`config.mk`:
```
export PLATFORM = sky130hd
export DESIGN_NAME = digit_scan_mux_flat
export DESIGN_NICKNAME = d
export VERILOG_FILES = /design/src/rtl/digit_scan_mux_pkg.sv /design/src/rtl/digit_scan_mux_if.sv /design/src/rtl/digit_scan_mux_scan_timer.sv /design/src/rtl/digit_scan_mux.sv /design/src/flat_wrapper.sv
export SDC_FILE = /design/constraint.sdc
export NUM_CORES = 1
export LEC_CHECK = 0
export CAP_MARGIN = 10
export CORE_MARGIN = 5
export CORE_UTILIZATION = 40
export DETAILED_ROUTE_END_ITERATION = 16
export PLACE_DENSITY = 0.71
export SETUP_SLACK_MARGIN = 0.4
export SLEW_MARGIN = 40
export SYNTH_ARGS = -nofsm -noshare
export SYNTH_HDL_FRONTEND = slang
export SYNTH_HIERARCHICAL = 1
export SYNTH_SLANG_ARGS = --single-unit
```
`constraint.sdc`:
```
create_clock -name clk -period 2.53 [get_ports clk]
set_input_delay 0.3795 -clock clk [delete_from_list [all_inputs] [get_ports clk]]
set_output_delay 0.3795 -clock clk [all_outputs]
set_load 0.005 [all_outputs]
```
`src/rtl/digit_scan_mux_pkg.sv`:
```
// Shared display types and constants for the digit scan mux (package display_pkg).
package display_pkg;

    typedef enum logic [0:0] {
        SCAN_DEAD  = 1'b0,
        SCAN_DRIVE = 1'b1
    } scan_state_e;

    localparam logic [0:0] S_DEAD  = SCAN_DEAD;
    localparam logic [0:0] S_DRIVE = SCAN_DRIVE;

    localparam int SEG_W_DEFAULT = 7;
    localparam logic [SEG_W_DEFAULT-1:0] SEG_OFF = '1;

    function automatic int idx_width(input int n);
        return (n <= 1) ? 1 : $clog2(n);
    endfunction

endpackage

```
`src/rtl/digit_scan_mux_if.sv`:
```
// Display bus between the formatting logic and the scan driver.
// Optional brightness input exists only when DIGIT_SCAN_DIMMING_EN is defined.
interface digit_scan_mux_if #(
    parameter int NUM_DIGITS = 4,
    parameter int SEG_W      = 7
);
    logic [NUM_DIGITS*SEG_W-1:0] seg_in;
    logic [NUM_DIGITS-1:0]       dp_in;
    logic [NUM_DIGITS-1:0]       digit_en;
    logic                        blank;
    logic [NUM_DIGITS-1:0]       rd;
    logic [SEG_W-1:0]            seg;
    logic                        dp;
    logic                        frame_tick;
`ifdef DIGIT_SCAN_DIMMING_EN
    logic [3:0]                  brightness;

    modport master (output seg_in, dp_in, digit_en, blank, brightness,
                    input  rd, seg, dp, frame_tick);
    modport slave  (input  seg_in, dp_in, digit_en, blank, brightness,
                    output rd, seg, dp, frame_tick);
`else
    modport master (output seg_in, dp_in, digit_en, blank,
                    input  rd, seg, dp, frame_tick);
    modport slave  (input  seg_in, dp_in, digit_en, blank,
                    output rd, seg, dp, frame_tick);
`endif
endinterface

```
`src/rtl/digit_scan_mux_scan_timer.sv`:
```
// Slot counter and digit index for the scan driver.
module scan_timer
    import display_pkg::*;
#(
    parameter int NUM_DIGITS  = 4,
    parameter int PRESCALE    = 50000,
    parameter int DEAD_CYCLES = 2,
    localparam int IW = idx_width(NUM_DIGITS),
    localparam int CW = $clog2(PRESCALE)
) (
    input  logic          clk,
    input  logic          reset,
    output logic [IW-1:0] idx_o,
    output logic          slot_end_o,
    output logic          in_dead_o,
    output logic          frame_wrap_o
);
    logic [CW-1:0] slot_cnt_q, slot_cnt_d;
    logic [IW-1:0] idx_q, idx_d;

    always_comb begin
        slot_end_o   = (slot_cnt_q == CW'(PRESCALE - 1));
        frame_wrap_o = slot_end_o && (idx_q == IW'(NUM_DIGITS - 1));
        slot_cnt_d   = slot_end_o ? '0 : slot_cnt_q + 1'b1;
        idx_d        = idx_q;
        if (slot_end_o)
            idx_d = (idx_q == IW'(NUM_DIGITS - 1)) ? '0 : idx_q + 1'b1;
        // Looks at the next count so the FSM register lines up with slot_cnt_q.
        in_dead_o    = int'(slot_cnt_d) < DEAD_CYCLES;
    end

    always_ff @(posedge clk) begin
        if (reset) begin
            slot_cnt_q <= '0;
            idx_q      <= '0;
        end else begin
            slot_cnt_q <= slot_cnt_d;
            idx_q      <= idx_d;
        end
    end

    assign idx_o = idx_q;

endmodule

```
`src/rtl/digit_scan_mux.sv`:
```
// Time-multiplexed common-anode seven-segment driver with dead time between digits.
// Define DIGIT_SCAN_DIMMING_EN to add 4-bit PWM brightness control.
module digit_scan_mux
    import display_pkg::*;
#(
    parameter int NUM_DIGITS  = 4,
    parameter int SEG_W       = SEG_W_DEFAULT,
    parameter int PRESCALE    = 50000,
    parameter int DEAD_CYCLES = 2,
    localparam int IW = idx_width(NUM_DIGITS)
) (
    input  logic            clk,
    input  logic            reset,
    digit_scan_mux_if.slave bus
);
    logic [IW-1:0]         idx;
    logic                  slot_end, in_dead, frame_wrap;
    logic [0:0]            state_q, state_d;
    logic                  pwm_on, drive;
    logic [NUM_DIGITS-1:0] rd_q, rd_d;
    logic [SEG_W-1:0]      seg_q, seg_d;
    logic                  dp_q, dp_d, frame_tick_q;

    scan_timer #(
        .NUM_DIGITS (NUM_DIGITS),
        .PRESCALE   (PRESCALE),
        .DEAD_CYCLES(DEAD_CYCLES)
    ) u_timer (
        .clk         (clk),
        .reset       (reset),
        .idx_o       (idx),
        .slot_end_o  (slot_end),
        .in_dead_o   (in_dead),
        .frame_wrap_o(frame_wrap)
    );

`ifdef DIGIT_SCAN_DIMMING_EN
    logic [3:0] pwm_cnt_q;

    always_ff @(posedge clk) begin
        if (reset) pwm_cnt_q <= '0;
        else       pwm_cnt_q <= pwm_cnt_q + 4'd1;
    end

    assign pwm_on = pwm_cnt_q < bus.brightness;
`else
    assign pwm_on = 1'b1;
`endif

    always_comb begin
        state_d = state_q;
        case (state_q)
            S_DEAD:  if (!in_dead) state_d = S_DRIVE;
            S_DRIVE: if (slot_end && DEAD_CYCLES > 0) state_d = S_DEAD;
            default: state_d = S_DEAD;
        endcase
    end

    // Disabled digits still consume their slot so duty stays uniform.
    always_comb begin
        drive = (state_q == S_DRIVE) && bus.digit_en[idx] && !bus.blank && pwm_on;
        rd_d  = '1;
        seg_d = '1;
        dp_d  = 1'b1;
        if (drive) begin
            rd_d[idx] = 1'b0;
            seg_d     = ~bus.seg_in[idx*SEG_W +: SEG_W];
            dp_d      = ~bus.dp_in[idx];
        end
    end

    always_ff @(posedge clk) begin
        if (reset) begin
            state_q      <= S_DEAD;
            rd_q         <= '1;
            seg_q        <= '1;
            dp_q         <= 1'b1;
            frame_tick_q <= 1'b0;
        end else begin
            state_q      <= state_d;
            rd_q         <= rd_d;
            seg_q        <= seg_d;
            dp_q         <= dp_d;
            frame_tick_q <= frame_wrap;
        end
    end

    assign bus.rd         = rd_q;
    assign bus.seg        = seg_q;
    assign bus.dp         = dp_q;
    assign bus.frame_tick = frame_tick_q;

endmodule

```
`src/flat_wrapper.sv`:
```
// flat-port wrapper written by rule: the top's interface ports become plain ports
module digit_scan_mux_flat import display_pkg::*;
#(
    parameter int NUM_DIGITS  = 4,
    parameter int SEG_W       = SEG_W_DEFAULT,
    parameter int PRESCALE    = 50000,
    parameter int DEAD_CYCLES = 2,
    localparam int IW = idx_width(NUM_DIGITS)
)
  (clk, reset, bus_seg_in, bus_dp_in, bus_digit_en, bus_blank, bus_rd, bus_seg, bus_dp, bus_frame_tick);
  digit_scan_mux_if #(.NUM_DIGITS(NUM_DIGITS), .SEG_W(SEG_W)) bus_i ();
  input  logic clk;
  input  logic reset;
  input wire logic [$bits(bus_i.seg_in)-1:0] bus_seg_in;
  input wire logic [$bits(bus_i.dp_in)-1:0] bus_dp_in;
  input wire logic [$bits(bus_i.digit_en)-1:0] bus_digit_en;
  input wire logic [$bits(bus_i.blank)-1:0] bus_blank;
  output wire logic [$bits(bus_i.rd)-1:0] bus_rd;
  output wire logic [$bits(bus_i.seg)-1:0] bus_seg;
  output wire logic [$bits(bus_i.dp)-1:0] bus_dp;
  output wire logic [$bits(bus_i.frame_tick)-1:0] bus_frame_tick;
  assign bus_i.seg_in = bus_seg_in;
  assign bus_i.dp_in = bus_dp_in;
  assign bus_i.digit_en = bus_digit_en;
  assign bus_i.blank = bus_blank;
  assign bus_rd = bus_i.rd;
  assign bus_seg = bus_i.seg;
  assign bus_dp = bus_i.dp;
  assign bus_frame_tick = bus_i.frame_tick;
  digit_scan_mux #(.NUM_DIGITS(NUM_DIGITS), .SEG_W(SEG_W), .PRESCALE(PRESCALE), .DEAD_CYCLES(DEAD_CYCLES)) u_core (.clk(clk), .reset(reset), .bus(bus_i));
endmodule
```
==> Word level (Yosys, flattened, before mapping) <==
Cells that the tools add are included.
{ "word_totals": {"reg_bits": 32, "elab_cells": 38, "output_inout_bits": 13} }
{ "classes": {"n_mux": 11, "addsub": 2, "n_lt_le_gt_ge": 3, "shifts": 1, "n_mul": 1, "eq_ne": 2, "reduce_logical": 6, "bitwise": 5} }
{ "op_table": {"columns": ["op", "count"], "rows": [
  ["28-bit by 6-bit variable part select with 7-bit output", 1],
  ["16-bit by 1-bit adder with 16-bit output (second input constant)", 1],
  ["16-bit == test (second input constant)", 1],
  ["16-bit by 2-bit less-than comparator with 1-bit output (second input constant)", 1],
  ["16-bit two-way mux", 1],
  ["7-bit NOT", 1],
  ["2-bit by 3-bit multiplier with 5-bit output (second input constant)", 1],
  ["1-bit two-way mux", 5],
  ["1-bit binary-select mux with 2-bit select", 2],
  ["1-bit logical AND", 4],
  ["4-bit NOT", 1],
  ["2-bit by 3-bit less-than comparator with 1-bit output (second input constant)", 1],
  ["1-bit NOT", 3],
  ["2-bit by 1-bit adder with 2-bit output (second input constant)", 1],
  ["1-bit demux with 2-bit select", 1],
  ["2-bit == test (second input constant)", 1],
  ["2-bit by 1-bit greater-or-equal comparator with 1-bit output (second input constant)", 1],
  ["2-bit two-way mux", 1],
  ["1-bit one-hot mux with 2 select lines", 1],
  ["2-bit OR reduction", 1],
  ["1-bit logical NOT", 1]
]} }

==> Depth between registers and ports, before layout <==
{ "logic_depth": {"depth_word": 6, "ltp_mapped": 9} }

==> By module <==
The synthesis kept the hierarchy.
{ "modules_own_cells": {"columns": ["mod", "area_each_um2", "cells_each", "n_inst"], "rows": [
  ["scan_timer", 991.0, 113, 1],
  ["digit_scan_mux", 633.1, 44, 1]
]} }

==> Worst setup path after synthesis <==
OpenSTA, ideal clock, no wires.
{ "synth_path": {"path_type": "register -> register", "startpoint": "register u_core.u_timer.slot_cnt_q[0]", "endpoint": "register u_core.state_q", "stages_incl_launch_ff": 9, "arrival_time_ps": 1929, "setup_slack_ps": 478, "required_ps": 2407, "period_less_slack_ps": 2052, "path_cell_list": "dfxtp_1 ha_1 nand3_2 or4_4 nor4b_2 a211oi_1 o31ai_2 nor2b_1 a211oi_1"} }
{ "synth_via": {"elab_chain_cells": 5, "word_cells_on_any_way": 7} }
{ "synth_rtl": {"columns": ["item", "line", "source"], "rows": [
  ["from (decl)", "digit_scan_mux_scan_timer.sv:18", "logic [CW-1:0] slot_cnt_q, slot_cnt_d;"],
  ["from (signal assigned)", "digit_scan_mux_scan_timer.sv:37", "slot_cnt_q <= slot_cnt_d;"],
  ["16-bit by 1-bit adder with 16-bit output or 16-bit == test (tied branches)", "digit_scan_mux_scan_timer.sv:24, digit_scan_mux_scan_timer.sv:22", null],
  ["16-bit two-way mux (*)", "digit_scan_mux_scan_timer.sv:24", "slot_cnt_d = slot_end_o ? '0 : slot_cnt_q + 1'b1;"],
  ["16-bit by 2-bit less-than comparator with 1-bit output (*)", "digit_scan_mux_scan_timer.sv:29", "in_dead_o = int'(slot_cnt_d) < DEAD_CYCLES;"],
  ["net u_core.in_dead", "digit_scan_mux.sv:17", "logic slot_end, in_dead, frame_wrap;"],
  ["1-bit two-way mux (*)", "digit_scan_mux.sv:53", "S_DEAD: if (!in_dead) state_d = S_DRIVE;"],
  ["1-bit one-hot mux with 2 select lines (*)", "digit_scan_mux.sv:52", "case (state_q)"],
  ["to (signal assigned)", "digit_scan_mux.sv:80", "state_q <= state_d;"],
  ["to (decl)", "digit_scan_mux.sv:18", "logic [0:0] state_q, state_d;"]
]} }
Mark *: on every way through the listed nets, which the timed path passes. The rest lies on a longest branch.
A chain may end at the register's enable or synchronous reset.

==> Final worst setup path <==
{ "layout_path": {"startpoint": "register u_core.u_timer.slot_cnt_q[5]", "endpoint": "register u_core.state_q"} }
The elaborated chain is that of the path after synthesis.

==> impl_metrics.csv <==
group,metric,value,unit
global_route,grt_pass1_wl,6.58,mm
synthesis,ys_top_cells_by_area,"sky130_fd_sc_hd__dfxtp_1, sky130_fd_sc_hd__mux4_2, sky130_fd_sc_hd__xnor2_1",
worst_hold_path,holdCritPathClass,"reg2reg",
synthesis,synth_top_flop_cell,"sky130_fd_sc_hd__dfxtp_1",
floorplanning,fp.dieH,73.7,um
worst_setup_path,timing.critical_path.from,"u_core/u_timer/slot_cnt_q[5]$_SDFF_PP0_",
synthesis,synth-warning-count,6,
worst_setup_path,timing.critical_path.from_type,"flip-flop",
power_and_ir_drop,power.share.combinational,10.7,%
status,outcome,"complete, no violations",
clock_tree,htree_levels,2,
synthesis,synth_enable_flop_cells,0,
worst_setup_path,cp_data_arrival_time,2.20,ns
synthesis,synth_area_per_cell,10.3,um2
finish,drive_gt1_share,19.2,%
sta,timing.final.crit_period,2.05,ns
place,port_buffers,51,
synthesis,post_synth_num_cell_types,46,
power_and_ir_drop,fin_total_pwr,1120,uW
sta,fin_skew,0.00704,ns
sta,setup_total_negative_slack,0,ns
global_route,initial_antenna_violation_count,0,
sta,final_min_period_over_clock_period,81.0,%
power_and_ir_drop,power.sequential.fraction,46.6,%
synthesis,synth_top_area_cell,"sky130_fd_sc_hd__dfxtp_1",
sta,worstMarginPinSlew,0.715,ns
sta,rsz_0062_raised_after_global_routing,"yes",
sta,timing.max_slew.rel_slack,52.3,%
sta,setup_viol,0,
worst_setup_path,cp_cell_sequence,"nand4_1, or4_4, nor4b_2, a211oi_1, o31ai_2, nor2b_1, a211oi_1",
clock_tree,cts_inserted_buffers,5,
drt,routed-via-count,1431,
synthesis,postSynthRegisterBits,32,
global_route,number_of_global_route_vias_before_repair,1351,
drt,first_iter_violations,55,
power_and_ir_drop,clock_power_share,42.7,%
worst_setup_path,critical_path.most_common_cell,"sky130_fd_sc_hd__a211oi_1",
worst_setup_path,required,2.68,ns
worst_setup_path,crit-reg2reg-launch,"u_core/u_timer/slot_cnt_q[5]$_SDFF_PP0_",
worst_setup_path,critPathMaxFanout,6,
place,place.detailed.instances,255,
floorplanning,fp-row-count,23,
synthesis,synth.cell_area,0.00162,mm2
sta,final-max-slew-violation-count,0,
power_and_ir_drop,max-vdd-ir-drop,0.000432,V
power_and_ir_drop,switchingPower,231,uW
floorplanning,initial_utilization,40.9,%
worst_hold_path,startpoint_of_the_lowest_slack_hold_path,"u_core/u_timer/slot_cnt_q[0]$_SDFF_PP0_",
drt,totalWireLength,4.28,mm
clock_tree,ctsLongestPathBuffers,2,
worst_setup_path,worstSetupEndpointType,"flip-flop",
worst_setup_path,cpPeakStageDelay,0.56,ns
finish,areaGrowthSynthToFinish,44.0,%
job,max_cap_violations,0,
synthesis,synth.cells.most_frequent,"sky130_fd_sc_hd__dfxtp_1, sky130_fd_sc_hd__nor2_1, sky130_fd_sc_hd__nand2_1, sky130_fd_sc_hd__xnor2_1, sky130_fd_sc_hd__mux4_2",
clock_tree,cts_tree,"done",
drt,router_iterations_before_antenna_repair,4,
drt,final_antenna_net_count,0,
power_and_ir_drop,power.density,480,mW/mm2
synthesis,netlist_instances,157,
power_and_ir_drop,power.leakage,0.000834,uW
global_route,grt-ovfl-total,0,
synthesis,async_reset_ff_share,0,%
place,dpl.hpwl,3.20,mm
place,dpl_worst_slack,0.294,ns
synthesis,synth.most_common_cell,"sky130_fd_sc_hd__dfxtp_1",
worst_setup_path,crit_path_top_delay_cell,"sky130_fd_sc_hd__or4_4",
synthesis,synth_nets,198,
place,routability_congestion,0.821,
floorplanning,design.die.area,0.00543,mm2
sta,hold_viol_final,0,
clock_tree,clk_pin_slew,0.07,ns
clock_tree,worstSkewPairLatency,0.28,ns
power_and_ir_drop,power.share.switching,20.6,%
drt,detail_route.drc_violations,0,
clock_tree,cts.sinks,32,
sta,max_freq,488,MHz
global_route,grt_start_max_net_pins,14,
floorplanning,die_width,73.7,um
clock_tree,root_buffer,"sky130_fd_sc_hd__clkbuf_8",
synthesis,synth_largest_type_area_fraction,39.4,%
drt,avgViaCountPerCell,5.42,
worst_setup_path,critical_path_class,"reg2reg",
global_route,globalRouteTotalUtil,15.8,%
floorplanning,boundaryPins,52,
finish,post_layout_nonfiller_instances,264,
power_and_ir_drop,p_int,891,uW
floorplanning,placeableCoreArea,0.00397,mm2
finish,fin_nets,254,
clock_tree,ctsHoldBuffers,0,
drt,routed_wl_per_cell,16.2,um
synthesis,yosysSeqAreaShare,39.4,%
finish,antenna_cells,0,
sta,timing.final.ws_setup,0.481,ns
## area by class of cell
cell class / instances / area (um2)
Timing Repair Buffer: 55 / 541
Multi-Input combinational cell: 116 / 970
Fill cell: 340 / 1630
Tap cell: 50 / 62.6
Clock inverter: 2 / 35.0
Inverter: 3 / 11.3
Clock buffer: 6 / 72.6
Sequential cell: 32 / 647
## power groups by stage
stage	Combinational (uW)	Sequential (uW)	Clock, uW
floorplan	41.5	531	0
finish	120	523	479
global route	126	524	520
global placement	113	532	0
CTS	119	523	494
detailed placement	115	532	0
## cells in the final DEF, fill, tap and decap left out, drive strengths merged, types with 2 or more instances in the layout
cell type | Yosys | final
nor3 | 5 | 5
clkbuf | 1 | 6
nor4 | 3 | 3
nand4 | 5 | 5
dfxtp | 32 | 32
nand3b | 2 | 2
nor2 | 19 | 19
a211oi | 3 | 3
or3 | 2 | 2
nor4b | 3 | 3
nand2 | 15 | 15
xor2 | 5 | 5
and3 | 2 | 2
or4 | 2 | 2
mux2 | 2 | 2
xnor2 | 10 | 10
a211o | 2 | 2
buf | 5 | 4
clkdlybuf4s50 | 0 | 51
nor2b | 4 | 4
ha | 2 | 2
mux4 | 8 | 8
mux2i | 2 | 2
inv | 3 | 3
nand3 | 7 | 7
and4 | 2 | 2
## final timing paths
| kind | to | slack [ns] | depth (start not counted) |
|---|---|---|---|
| min | u_core/u_timer/slot_cnt_q[0]$_SDFF_PP0_ | 0.45 | 1 |
| max | u_core/state_q$_SDFF_PP0_ | 0.48 | 7 |
| min reg2reg | u_core/u_timer/slot_cnt_q[0]$_SDFF_PP0_ | 0.45 | 1 |
| max reg2reg | u_core/state_q$_SDFF_PP0_ | 0.48 | 7 |
## worst max-delay path, delay by kind of cell, from the launching register on
family | cells | cell delay, ns
AOI/OAI and AO/OA | 3 | 0.31
and+or+nand+nor | 4 | 1.16
DFF | 1 | 0.45
## per-layer routing
layer | up-vias | global-route usage (%) | wire length [um]
met3 | 14 | 5.75 | 343
met4 | 0 | 6.64 | 87
met5 | - | 0 | 0
met2 | 65 | 24.4 | 2030
li1 | 685 | - | -
met1 | 667 | 19.9 | 1820
## stage by stage
| step | utilization, % | hold WS [ns] | instance area, um2 |
|---|---|---|---|
| floorplan | - | 0.437 | 1620 |
| global placement | 54.8 | 0.450 | 2180 |
| detailed placement | 54.8 | 0.469 | 2180 |
| CTS | 58.2 | 0.473 | 2310 |
| global route | 58.9 | 0.481 | 2340 |
| finish | 58.9 | 0.453 | 2340 |
## sequential cells by signal (all words and copies together) (netlist names)
signal and cells:
u_core/bus.seg 7, u_core/state_q 1, u_core/bus.rd 4, u_core/bus.frame_tick 1, u_core/u_timer/slot_cnt_q 16, u_core/u_timer/idx_o 2, u_core/bus.dp 1
## cell families after synthesis
logic type               Yosys count  share of synthesized area [%]
adder cells (fa/ha/maj)            2                           1.54
flip-flops                        32                           39.4
XOR/XNOR                          15                           8.09
AND/OR/NAND/NOR                   76                           27.2
buffers and inverters              9                           3.39
multiplexers                      12                           13.9
AO/OA/AOI/OAI                     11                           6.40
## what timing repair did
item / 4_1_cts / 5_1_grt
endpoints found under the setup margin: 1 / 13
pin swaps: 1 / 2
resized for setup: 5 / 7
setup buffers: 0 / 1
Note: power is estimated with default switching activity, not from simulation.
